==> src/rtl/cam_param.sv <==
// ---------------------------------------------------------------------------
// cam_param -- parametrised content-addressable memory (lookup / dedup table)
//
// Operations: search, insert (with duplicate check), delete, clear. The entry
// array is valid-tracked. Each request is answered by exactly one response.
// Requests use a valid/ready handshake, and so do responses.
//
// Timing: a request is accepted in IDLE. Search, insert and delete spend one
// MATCH cycle and then enter RESP. Clear sweeps one entry per cycle for DEPTH
// cycles and then enters RESP. RESP holds until rsp_ready is seen.
//
// Parameters:
//   DATA_W  key width in bits
//   DEPTH   number of entries (>= 2)
//   IDX_W   index width, 2**IDX_W >= DEPTH
//
// Ports:
//   clk        clock, all logic on the rising edge
//   rst_n      synchronous active-low reset
//   req_valid  request present
//   req_ready  request accepted this cycle when valid (high only in IDLE)
//   req_op     00 search, 01 insert, 10 delete, 11 clear
//   req_data   key (ignored for clear)
//   rsp_valid  response present, held until rsp_ready
//   rsp_ready  consumer takes the response
//   rsp_hit    key matched a valid entry
//   rsp_idx    matched, written or freed index (0 when none)
//   rsp_full   insert refused or replaced because the table was full
//   count      number of valid entries
//
// Optional feature, macro CAM_REPLACE_EN:
//   Defined   : an insert miss on a full table overwrites the entry at a
//               round-robin victim pointer. Clear resets the pointer to 0.
//   Undefined : an insert miss on a full table is refused.
// ---------------------------------------------------------------------------
module cam_param #(
  parameter int DATA_W = 8,
  parameter int DEPTH  = 16,
  parameter int IDX_W  = 4
) (
  input  logic              clk,
  input  logic              rst_n,
  input  logic              req_valid,
  output logic              req_ready,
  input  logic [1:0]        req_op,
  input  logic [DATA_W-1:0] req_data,
  output logic              rsp_valid,
  input  logic              rsp_ready,
  output logic              rsp_hit,
  output logic [IDX_W-1:0]  rsp_idx,
  output logic              rsp_full,
  output logic [IDX_W:0]    count
);

  typedef enum logic [1:0] {
    OP_SEARCH = 2'b00,
    OP_INSERT = 2'b01,
    OP_DELETE = 2'b10,
    OP_CLEAR  = 2'b11
  } op_e;

  typedef enum logic [1:0] {
    S_IDLE,
    S_MATCH,
    S_CLEAR,
    S_RESP
  } state_e;

  localparam logic [IDX_W:0]   FULL_CNT = (IDX_W+1)'(DEPTH);
  localparam logic [IDX_W:0]   CNT_ONE  = (IDX_W+1)'(1);
  localparam logic [IDX_W-1:0] LAST_IDX = IDX_W'(DEPTH - 1);
  localparam logic [IDX_W-1:0] IDX_ONE  = IDX_W'(1);

  state_e              state_q, state_d;
  op_e                 op_q;
  logic [DATA_W-1:0]   key_q;
  logic [DATA_W-1:0]   mem_q [DEPTH];
  logic [DEPTH-1:0]    valid_q;
  logic [IDX_W:0]      count_q;
  logic [IDX_W-1:0]    clr_idx_q;
  logic                rsp_hit_q;
  logic                rsp_full_q;
  logic [IDX_W-1:0]    rsp_idx_q;

  logic                hit;
  logic [IDX_W-1:0]    hit_idx;
  logic [IDX_W-1:0]    free_idx;
  logic                full;

`ifdef CAM_REPLACE_EN
  logic [IDX_W-1:0]    victim_q;
`endif

  // -------------------------------------------------------------------------
  // Match and free-slot search. The loops scan from the top index down, so
  // the lowest qualifying index is the one assigned last. Invalid entries
  // never match, even though reset leaves their data at 0.
  // -------------------------------------------------------------------------
  always_comb begin
    // NOTE: every variable gets a default before the loop. Without it, a
    // path that does not assign the variable would infer a latch.
    hit      = 1'b0;
    hit_idx  = '0;
    free_idx = '0;
    for (int i = DEPTH - 1; i >= 0; i--) begin
      if (valid_q[i] && (mem_q[i] == key_q)) begin
        hit     = 1'b1;
        hit_idx = IDX_W'(i);
      end
      if (!valid_q[i]) begin
        free_idx = IDX_W'(i);
      end
    end
  end

  assign full = (count_q == FULL_CNT);

  // -------------------------------------------------------------------------
  // FSM: state register
  // -------------------------------------------------------------------------
  always_ff @(posedge clk) begin
    // NOTE: sequential state uses non-blocking (<=) assignments. All flops
    // then update together from values sampled before the edge.
    if (!rst_n) begin
      state_q <= S_IDLE;
    end else begin
      state_q <= state_d;
    end
  end

  // -------------------------------------------------------------------------
  // FSM: next-state logic
  // -------------------------------------------------------------------------
  always_comb begin
    state_d = state_q;
    unique case (state_q)
      S_IDLE: begin
        if (req_valid) begin
          state_d = (op_e'(req_op) == OP_CLEAR) ? S_CLEAR : S_MATCH;
        end
      end
      S_MATCH: state_d = S_RESP;
      S_CLEAR: begin
        if (clr_idx_q == LAST_IDX) begin
          state_d = S_RESP;
        end
      end
      S_RESP: begin
        if (rsp_ready) begin
          state_d = S_IDLE;
        end
      end
      default: state_d = S_IDLE;
    endcase
  end

  // -------------------------------------------------------------------------
  // FSM: outputs
  // -------------------------------------------------------------------------
  always_comb begin
    req_ready = (state_q == S_IDLE);
    rsp_valid = (state_q == S_RESP);
  end

  assign rsp_hit  = rsp_hit_q;
  assign rsp_idx  = rsp_idx_q;
  assign rsp_full = rsp_full_q;
  assign count    = count_q;

  // -------------------------------------------------------------------------
  // Datapath: request capture, commit in MATCH, sweep in CLEAR.
  // -------------------------------------------------------------------------
  always_ff @(posedge clk) begin
    if (!rst_n) begin
      // NOTE: the entry array is reset explicitly, so reset leaves the table
      // in a known state. This also aborts a clear sweep that is in progress.
      for (int i = 0; i < DEPTH; i++) begin
        mem_q[i] <= '0;
      end
      valid_q    <= '0;
      count_q    <= '0;
      clr_idx_q  <= '0;
      op_q       <= OP_SEARCH;
      key_q      <= '0;
      rsp_hit_q  <= 1'b0;
      rsp_idx_q  <= '0;
      rsp_full_q <= 1'b0;
`ifdef CAM_REPLACE_EN
      victim_q   <= '0;
`endif
    end else begin
      unique case (state_q)
        S_IDLE: begin
          if (req_valid) begin
            op_q      <= op_e'(req_op);
            key_q     <= req_data;
            clr_idx_q <= '0;
          end
        end

        S_MATCH: begin
          rsp_hit_q  <= 1'b0;
          rsp_idx_q  <= '0;
          rsp_full_q <= 1'b0;
          case (op_q)
            OP_SEARCH: begin
              rsp_hit_q <= hit;
              rsp_idx_q <= hit_idx;
            end
            OP_INSERT: begin
              if (hit) begin
                rsp_hit_q <= 1'b1;
                rsp_idx_q <= hit_idx;
              end else if (!full) begin
                mem_q[free_idx]   <= key_q;
                valid_q[free_idx] <= 1'b1;
                rsp_idx_q         <= free_idx;
                count_q           <= count_q + CNT_ONE;
              end else begin
                rsp_full_q <= 1'b1;
`ifdef CAM_REPLACE_EN
                // Every entry is valid here, so only the data is overwritten.
                // count is unchanged.
                mem_q[victim_q] <= key_q;
                rsp_idx_q       <= victim_q;
                victim_q        <= (victim_q == LAST_IDX) ? '0 : victim_q + IDX_ONE;
`endif
              end
            end
            OP_DELETE: begin
              if (hit) begin
                valid_q[hit_idx] <= 1'b0;
                count_q          <= count_q - CNT_ONE;
                rsp_hit_q        <= 1'b1;
                rsp_idx_q        <= hit_idx;
              end
            end
            default: ;
          endcase
        end

        S_CLEAR: begin
          valid_q[clr_idx_q] <= 1'b0;
          if (clr_idx_q == LAST_IDX) begin
            count_q    <= '0;
            rsp_hit_q  <= 1'b0;
            rsp_idx_q  <= '0;
            rsp_full_q <= 1'b0;
`ifdef CAM_REPLACE_EN
            victim_q   <= '0;
`endif
          end else begin
            clr_idx_q <= clr_idx_q + IDX_ONE;
          end
        end

        default: ;
      endcase
    end
  end

endmodule

==> config.mk <==
export PLATFORM = sky130hd
export DESIGN_NAME = cam_param
export DESIGN_NICKNAME = d
export VERILOG_FILES = /design/src/rtl/cam_param.sv
export SDC_FILE = /design/constraint.sdc
export NUM_CORES = 1
export LEC_CHECK = 0
export CORE_UTILIZATION = 58
export CTS_CLUSTER_DIAMETER = 150
export DETAILED_ROUTE_END_ITERATION = 6
export PLACE_DENSITY = 0.76
export RECOVER_POWER = 100
export SYNTH_ARGS = -nofsm -noshare
export SYNTH_HDL_FRONTEND = slang
export SYNTH_SLANG_ARGS = --single-unit
==> constraint.sdc <==
create_clock -name clk -period 5.87 [get_ports clk]
set_input_delay 1.761 -clock clk [delete_from_list [all_inputs] [get_ports clk]]
set_output_delay 1.761 -clock clk [all_outputs]
set_load 0.02 [all_outputs]
# Word level (Yosys, flattened, before mapping)

Memories as Yosys holds them, arrays and structs flattened.
Cells that the tools add are included.
W data, S select, Z words.

Reductions and logical operators: 31
Bitwise logic cells: 5
Muxes and demuxes: 97
Eq/ne operators: 32
Add/subtract/negate cells: 3
Magnitude comparators: 6

Operator list:

| cell                 | number |
|---|---|
| $mux W4              | 39 |
| $eq A8 B8 Y1         | 16 |
| $pmux W16 S2         | 2 |
| $mux W16             | 3 |
| $and A16 B16 Y16     | 2 |
| $mux W1              | 32 |
| $not A16 Y16         | 2 |
| $mux W5              | 4 |
| $pmux W5 S2          | 2 |
| $logic_and A1 B1 Y1  | 19 |
| $or A16 B16 Y16      | 1 |
| $pmux W4 S2          | 2 |
| $lt A4 B5 Y1 const B | 3 |
| $demux W1 S4         | 3 |
| $ge A4 B1 Y1 const B | 3 |
| $pmux W4 S3          | 1 |
| $ne A3 B3 Y1 const B | 3 |
| $eq A2 B2 Y1 const B | 4 |
| $mux W2              | 4 |
| $mux W8              | 1 |
| $pmux W2 S4          | 1 |
| $reduce_or A8 Y1     | 1 |
| $ne A2 B2 Y1 const B | 3 |
| $pmux W1 S2          | 3 |
| other kinds (15)     | 20 |

Logic and storage cells: 184
Memories: 1
Flip-flop bits (word level): 43
Output and inout bits: 13
Bits in writable memories: 128

Memories:

| name  | depth | bits a word | rd ports | clocked after memory_dff | write ports | line | source |
|---|---|---|---|---|---|---|---|
| mem_q | 16    | 8           | 16       | 0                        | 16          | 77   | `logic [DATA_W-1:0] mem_q [DEPTH];` |

# Depth between registers and ports, before layout

Gate-level depths: netlist (run 1).

Depth in word-level cells: 27
Depth in mapped cells: 14
Depth with buffers taken out: 10

# Least setup slack after synthesis (run 1)

OpenSTA, ideal clock, no wires.

Kind: input -> register
Start point: in rst_n
End point: mem mem_q[11][0], enable pin
Required time: 5.486 ns
Data arrival time: 3.435 ns
Path buffers: 1
Setup slack: 2.051 ns
Cell stages on the path: 5
Library setup time: 0.384 ns
Cells stage by stage: clkbuf_1 -> nand2_1 -> nor4_4 -> nand2_4 -> o21ai_0

RTL lines:

| item            | line | source |
|---|---|---|
| start, declared | 42   | `input logic rst_n,` |
| end, declared   | 77   |  |

==> results.sh, run 1 <==
export IMPL_final_common_cell="edfxtp_1"
export IMPL_track_usage_pct=27.40
export IMPL_wl_met1_um=10250
export IMPL_comb_power_share_pct=24.9
export IMPL_initial_core_util_pct=59.50
export IMPL_yosys_most_used_dff="edfxtp_1"
export IMPL_setup_viol=0
export IMPL_power_switching_w=0.001156
export IMPL_dp_slack_ns=1.207
export IMPL_period_needed_ns=4.576
export IMPL_grt_remaining_overflow=0
export IMPL_final_max_slew_viol_count=0
export IMPL_powerDensity_nw_per_um2=333.6
export IMPL_setup_ws_ns=1.294
export IMPL_multi_input_area_um2=4651
export IMPL_clk_pin_slew_ns=0.06
export IMPL_row_count=47
export IMPL_ys_warn_count=0
export IMPL_reg2reg_to="mem_q[11][6]"
export IMPL_clkSinkCount=171
export IMPL_mostFrequentLayoutCells="edfxtp_1, xnor2_1, nand2_1"
export IMPL_cts_hold_buf=0
export IMPL_tightestPinTransition_ns=1.139
export IMPL_finalCritPeriodShare_pct=77.95
export IMPL_met2_length_um=10450
export IMPL_cts_tree="built"
export IMPL_totalWireLength_um=22960
export IMPL_num_antenna_cells=0
export IMPL_worstSetupStartpoint="key_q[7]"
export IMPL_drc_errors=0
export IMPL_drv_cap=0
export IMPL_start_kind="flip-flop"
export IMPL_vias=7185
export IMPL_antenna_left=0
export IMPL_leakage_nw=3.551
export IMPL_rr_startpoint="key_q[7]"
export IMPL_synth_area_per_cell_um2=10.29
export IMPL_internal_power_w=0.002401
export IMPL_dr_wl_met3_um=1573
export IMPL_ir_worst_vdd_uv=253.4
export IMPL_required_ns=5.91
export IMPL_ctsResizeCount=0
export IMPL_fmax_mhz=218.5
export IMPL_cp_max_fo=21
export IMPL_syn_num_nets=988
export IMPL_synth_cells=962
export IMPL_io_buffers=26
export IMPL_synth_seq_area_share_pct=47.51
export IMPL_critPathKind="flip-flop to flip-flop"
export IMPL_worstPathArrival_ns=4.62
export IMPL_hold_viol=0
export IMPL_clockPowerShare_pct=32.9
export IMPL_cts_made_buffers=17
export IMPL_grt_max_degree=64
export IMPL_drive_above_1_share_pct=6.224
export IMPL_reg2reg_slack_ns=1.29
export IMPL_routed_top_layer="met4"
export IMPL_p_total_w=0.003556
export IMPL_ioPinCount=27
export IMPL_grt_pass1_vias=6843
export IMPL_drtIter0Drc=553
export IMPL_gp_congestion=0.9412
export IMPL_cts_buffer_depth=2
export IMPL_hpwl_um=15560
export IMPL_core_um2=16640
export IMPL_nets=993
export IMPL_fillCellCount=1360
export IMPL_areaGrowthSynthToFinish_pct=7.670
export IMPL_grt_pass1_wl_um=36720
export IMPL_antenna_found_initial=0
export IMPL_ys_seq_elements=171
export IMPL_die_h_um=132.7
export IMPL_regArea_um2=4705
export IMPL_status="finished, final reports clean"
export IMPL_synth_edff_count=128
export IMPL_fin_skew_ns=0.01067
export IMPL_crit_path_end="mem_q[11][6]"
export IMPL_die_w_um=132.7
export IMPL_yosysUniqueCellTypes=67
export IMPL_root_buffer="clkbuf_16"
export IMPL_slew_headroom_pct=23.24
export IMPL_drt_wirelength_per_cell_um=19.14
export IMPL_first_pass_iters=5
export IMPL_end_kind="flip-flop"
export IMPL_switching_share_pct=32.50
export IMPL_rr_worst_depth=9
export IMPL_post_cts_setup_buffers=0
export IMPL_dieArea_um2=17600
export IMPL_rsz0062_at_grt="false"
export IMPL_clkLatencyLatePin_ns=0.43
export IMPL_p_seq_share_pct=42.2
export IMPL_tns_ns=0
export IMPL_min_path_type="flip-flop to flip-flop"
export IMPL_synth_cell_area_um2=9902
export IMPL_async_flop_share_pct=0
export IMPL_viasPerCell=5.988
export IMPL_h_tree_depth=4
## metrics by stage
stage / hold slack [ns] / util (%) / cell area [um^2] / std cells
CTS: 0.5015 / 65.02 / 10820 / 1200
global placement: 0.4882 / 61.33 / 10210 / 1168
floorplan: 0.4673 / - / 9902 / 962
global route: 0.5521 / 64.06 / 10660 / 1200
finish: 0.5034 / 64.06 / 10660 / 1200
detailed placement: 0.4929 / 61.33 / 10210 / 1168
## power by group through the flow
stage          combinational, W  clock [W]  sequential, W
3_5_place_dp           0.000894          0        0.00153
5_1_grt                0.000977    0.00123        0.00151
3_3_place_gp           0.000883          0        0.00152
6_report               0.000885    0.00117        0.00150
4_1_cts                0.000902    0.00118        0.00150
2_1_floorplan          0.000743          0        0.00146
## critical path: stages, from the launching register on
cell      delay, ns
dfxtp_1        1.00
clkbuf_1       0.56
xnor2_1        0.18
nand2_1        0.11
nor4_1         0.08
nor4_1         0.35
nand3_1        0.22
nor4_4         0.42
nand2_1        0.31
o21ai_0        0.97
## flip-flops by register name, indices dropped and copies added (netlist names)
register,cells
rsp_idx,4
state_q,2
count,5
key_q,8
rsp_hit,1
op_q,2
mem_q,128
rsp_full,1
valid_q,16
clr_idx_q,4
## per-layer routing
metal	vias to the layer above	global-route usage, %
met2	274	42.81
met5	-	0
met1	3454	37.50
met4	0	11.17
met3	54	5.364
li1	3403	-
## kinds of logic (layout without fill, tap and decap cells)
group / after synthesis / after routing / synth area share (%)
adder cells (fa/ha/maj): 13 / 13 / 1.693
buffers and inverters: 69 / 87 / 3.955
AND/OR/NAND/NOR: 422 / 422 / 24.77
flip-flops: 171 / 171 / 47.51
XOR/XNOR: 133 / 133 / 11.76
AO/OA/AOI/OAI: 154 / 154 / 10.31
## cell type report
cell class | count | share of cell area (%)
flip-flops and latches | 171 | 44.13
multi-input cells | 722 | 43.62
clock buffers | 19 | 4.248
repair buffers | 41 | 3.415
well taps | 220 | 2.582
clock inverters | 13 | 1.514
inverters | 14 | 0.4929
## how the worst min path moves through the flow
stage / from / to / slack, ns / cells after the start
floorplan: op_q[0] / op_q[0] / 0.47 / 2
global placement: op_q[0] / op_q[0] / 0.49 / 2
detailed placement: op_q[0] / op_q[0] / 0.49 / 2
CTS: op_q[0] / op_q[0] / 0.50 / 2
global route: count[3] / count[3] / 0.55 / 2
finish: op_q[0] / op_q[0] / 0.50 / 2
## Yosys cell counts, types with 3 or more instances
library cell / count / share of area [%]
and2_1: 140 / 8.8
edfxtp_1: 128 / 39
xnor2_1: 118 / 10
nand2_1: 80 / 3.0
nand3_1: 45 / 2.3
dfxtp_1: 43 / 8.7
o21ai_0: 43 / 2.2
nor2_1: 30 / 1.1
nand4_1: 28 / 1.8
a21oi_1: 27 / 1.4
clkbuf_1: 25 / 0.95
a21boi_0: 21 / 1.6
nor3_1: 20 / 1.0
nor2_4: 16 / 1.8
xor2_1: 15 / 1.3
inv_1: 14 / 0.53
nor2b_1: 14 / 0.88
buf_4: 13 / 0.99
ha_1: 11 / 1.4
nor4_1: 11 / 0.70
a31oi_1: 9 / 0.57
buf_6: 9 / 1.0
o211ai_1: 6 / 0.45
or3_1: 6 / 0.38
a21o_1: 4 / 0.30
a32oi_1: 4 / 0.35
buf_2: 4 / 0.20
nand2b_1: 4 / 0.25
nor4b_1: 4 / 0.35
o221a_2: 4 / 0.45
o2bb2ai_1: 4 / 0.35
or2_2: 4 / 0.25
or4_1: 4 / 0.30
a21boi_1: 3 / 0.23
buf_1: 3 / 0.11
nand2_4: 3 / 0.34
nor4_2: 3 / 0.38
o22ai_1: 3 / 0.19
(Power assumes the default switching activity.)
==> run 2, diff against run 1 <==
==> constraint.sdc (replaced) <==
create_clock -name clk -period 4.7 [get_ports clk]
set_input_delay 1.41 -clock clk [delete_from_list [all_inputs] [get_ports clk]]
set_output_delay 1.41 -clock clk [all_outputs]
set_load 0.02 [all_outputs]
==> run 2 against run 1 <==
Sequential share of layout area decreased by 0.25 points. Flip-flop and latch count unchanged. Critical path depth up 3. Combinational power rose by 33%. Die area is the same. Register-to-register slack worse by 0.67 ns. Via count shrank 0.50%. Cell count is 1.3% higher. Power is 21% higher. Critical path type unchanged.
==> results.sh, run 2 (synthesis gave the netlist of run 1 again) <==
export IMPL_setup_viol=0
export IMPL_core_um2=16640
export IMPL_finalCritPeriodShare_pct=86.71
export IMPL_drc_errors=0
export IMPL_io_buffers=26
export IMPL_antenna_found_initial=0
export IMPL_die_w_um=132.7
export IMPL_required_ns=5.02
export IMPL_slew_headroom_pct=38.02
export IMPL_critPathKind="flip-flop to flip-flop"
export IMPL_cts_tree="built"
export IMPL_grt_remaining_overflow=0
export IMPL_start_kind="flip-flop"
export IMPL_dieArea_um2=17600
export IMPL_cts_hold_buf=0
export IMPL_drt_wirelength_per_cell_um=18.47
export IMPL_final_common_cell="edfxtp_1"
export IMPL_mostFrequentLayoutCells="edfxtp_1, xnor2_1, nand2_1"
export IMPL_num_antenna_cells=0
export IMPL_multi_input_area_um2=4674
export IMPL_dp_cells=1184
export IMPL_tns_ns=0
export IMPL_grt_pass1_wl_um=36490
export IMPL_period_needed_ns=4.075
export IMPL_clkSinkCount=171
export IMPL_top_register="mem_q"
export IMPL_largest_reg_flops=128
export IMPL_cp_max_fo=22
export IMPL_whs_ns=0.4999
export IMPL_viasPerCell=5.884
export IMPL_top_regs="mem_q: 128 flops, valid_q: 16 flops, key_q: 8 flops"
export IMPL_drive_above_1_share_pct=7.035
export IMPL_vias=7149
export IMPL_initial_core_util_pct=59.50
export IMPL_drtIter0Drc=580
export IMPL_cts_made_buffers=17
export IMPL_final_cells=1215
export IMPL_leakage_nw=3.630
export IMPL_post_cts_setup_buffers=0
export IMPL_antenna_left=0
export IMPL_drv_cap=0
export IMPL_areaGrowthSynthToFinish_pct=8.289
export IMPL_hold_start="count[2]"
export IMPL_tightestPinTransition_ns=0.9213
export IMPL_grt_max_degree=64
export IMPL_fmax_mhz=245.4
export IMPL_track_usage_pct=26.99
export IMPL_nets=1009
export IMPL_ctsResizeCount=0
export IMPL_ioPinCount=27
export IMPL_final_max_slew_viol_count=0
export IMPL_worstPathArrival_ns=4.40
export IMPL_root_buffer="clkbuf_16"
export IMPL_regArea_um2=4705
export IMPL_min_path_type="flip-flop to flip-flop"
export IMPL_hold_viol=0
export IMPL_first_pass_iters=6
export IMPL_cts_buffer_depth=2
export IMPL_clkLatencyLatePin_ns=0.43
export IMPL_row_count=47
export IMPL_fin_skew_ns=0.01210
export IMPL_h_tree_depth=4
export IMPL_gp_congestion=0.9221
export IMPL_die_h_um=132.7
export IMPL_totalWireLength_um=22440
export IMPL_rr_startpoint="key_q[1]"
export IMPL_powerDensity_nw_per_um2=400.7
export IMPL_hpwl_um=15300
export IMPL_status="finished, final reports clean"
export IMPL_clk_pin_slew_ns=0.07
export IMPL_worstSetupStartpoint="key_q[1]"
export IMPL_ir_worst_vdd_uv=312.4
export IMPL_grt_pass1_vias=6770
export IMPL_fillCellCount=1364
export IMPL_end_kind="flip-flop"
export IMPL_rsz0062_at_grt="false"
==> run 2: stage by stage <==
step | setup slack (ns) | utilization, % | area [um^2] | total power, W
3_5_place_dp | 1.051 | 62.20 | 10350 | 0.003047
3_3_place_gp | 1.191 | 62.20 | 10350 | 0.003020
5_1_grt | 0.3648 | 64.43 | 10720 | 0.004502
6_report | 0.6248 | 64.43 | 10720 | 0.004296
4_1_cts | 1.026 | 65.40 | 10880 | 0.004329
2_1_floorplan | 1.232 | - | 9902 | 0.002752
==> run 2: final timing paths <==
kind	slack, ns	end	cells after the start
worst max-delay path	0.62	valid_q[10]	12
worst min-delay path	0.50	count[2]	2
worst max register to register	0.62	valid_q[10]	12
worst min register to register	0.50	count[2]	2
==> run 2: worst max-delay path, stage by stage (launching register included) <==
cell     delay (ns)
dfxtp_1        0.70
buf_12         0.25
xnor2_1        0.10
nand4_1        0.10
nor3_1         0.06
buf_4          0.15
nor4_1         0.70
nand2_2        0.20
o31ai_1        0.65
o21a_1         0.45
buf_4          0.28
nand2_1        0.07
o221a_2        0.22
==> run 2: area by class of cell <==
cell class | count | share of cell area (%)
inverters | 14 | 0.4901
multi-input cells | 722 | 43.59
clock buffers | 19 | 4.037
clock inverters | 12 | 0.9335
flip-flops and latches | 171 | 43.87
well taps | 220 | 2.567
repair buffers | 57 | 4.504
==> run 2: where the power goes <==
group | switching (W) | total, W | internal, W
logic | 0.000750 | 0.00118 | 0.000429
clock network | 0.000568 | 0.00129 | 0.000721
registers | 0.000110 | 0.00183 | 0.00172
total | 0.00143 | 0.00430 | 0.00287
==> run 2: metal layers <==
layer	up-vias	GRT usage (%)	share of wire, %
met5	-	0	0
met4	0	11.17	2.9
li1	3439	-	-
met1	3373	36.32	45
met3	49	4.904	6.3
met2	288	43.10	46
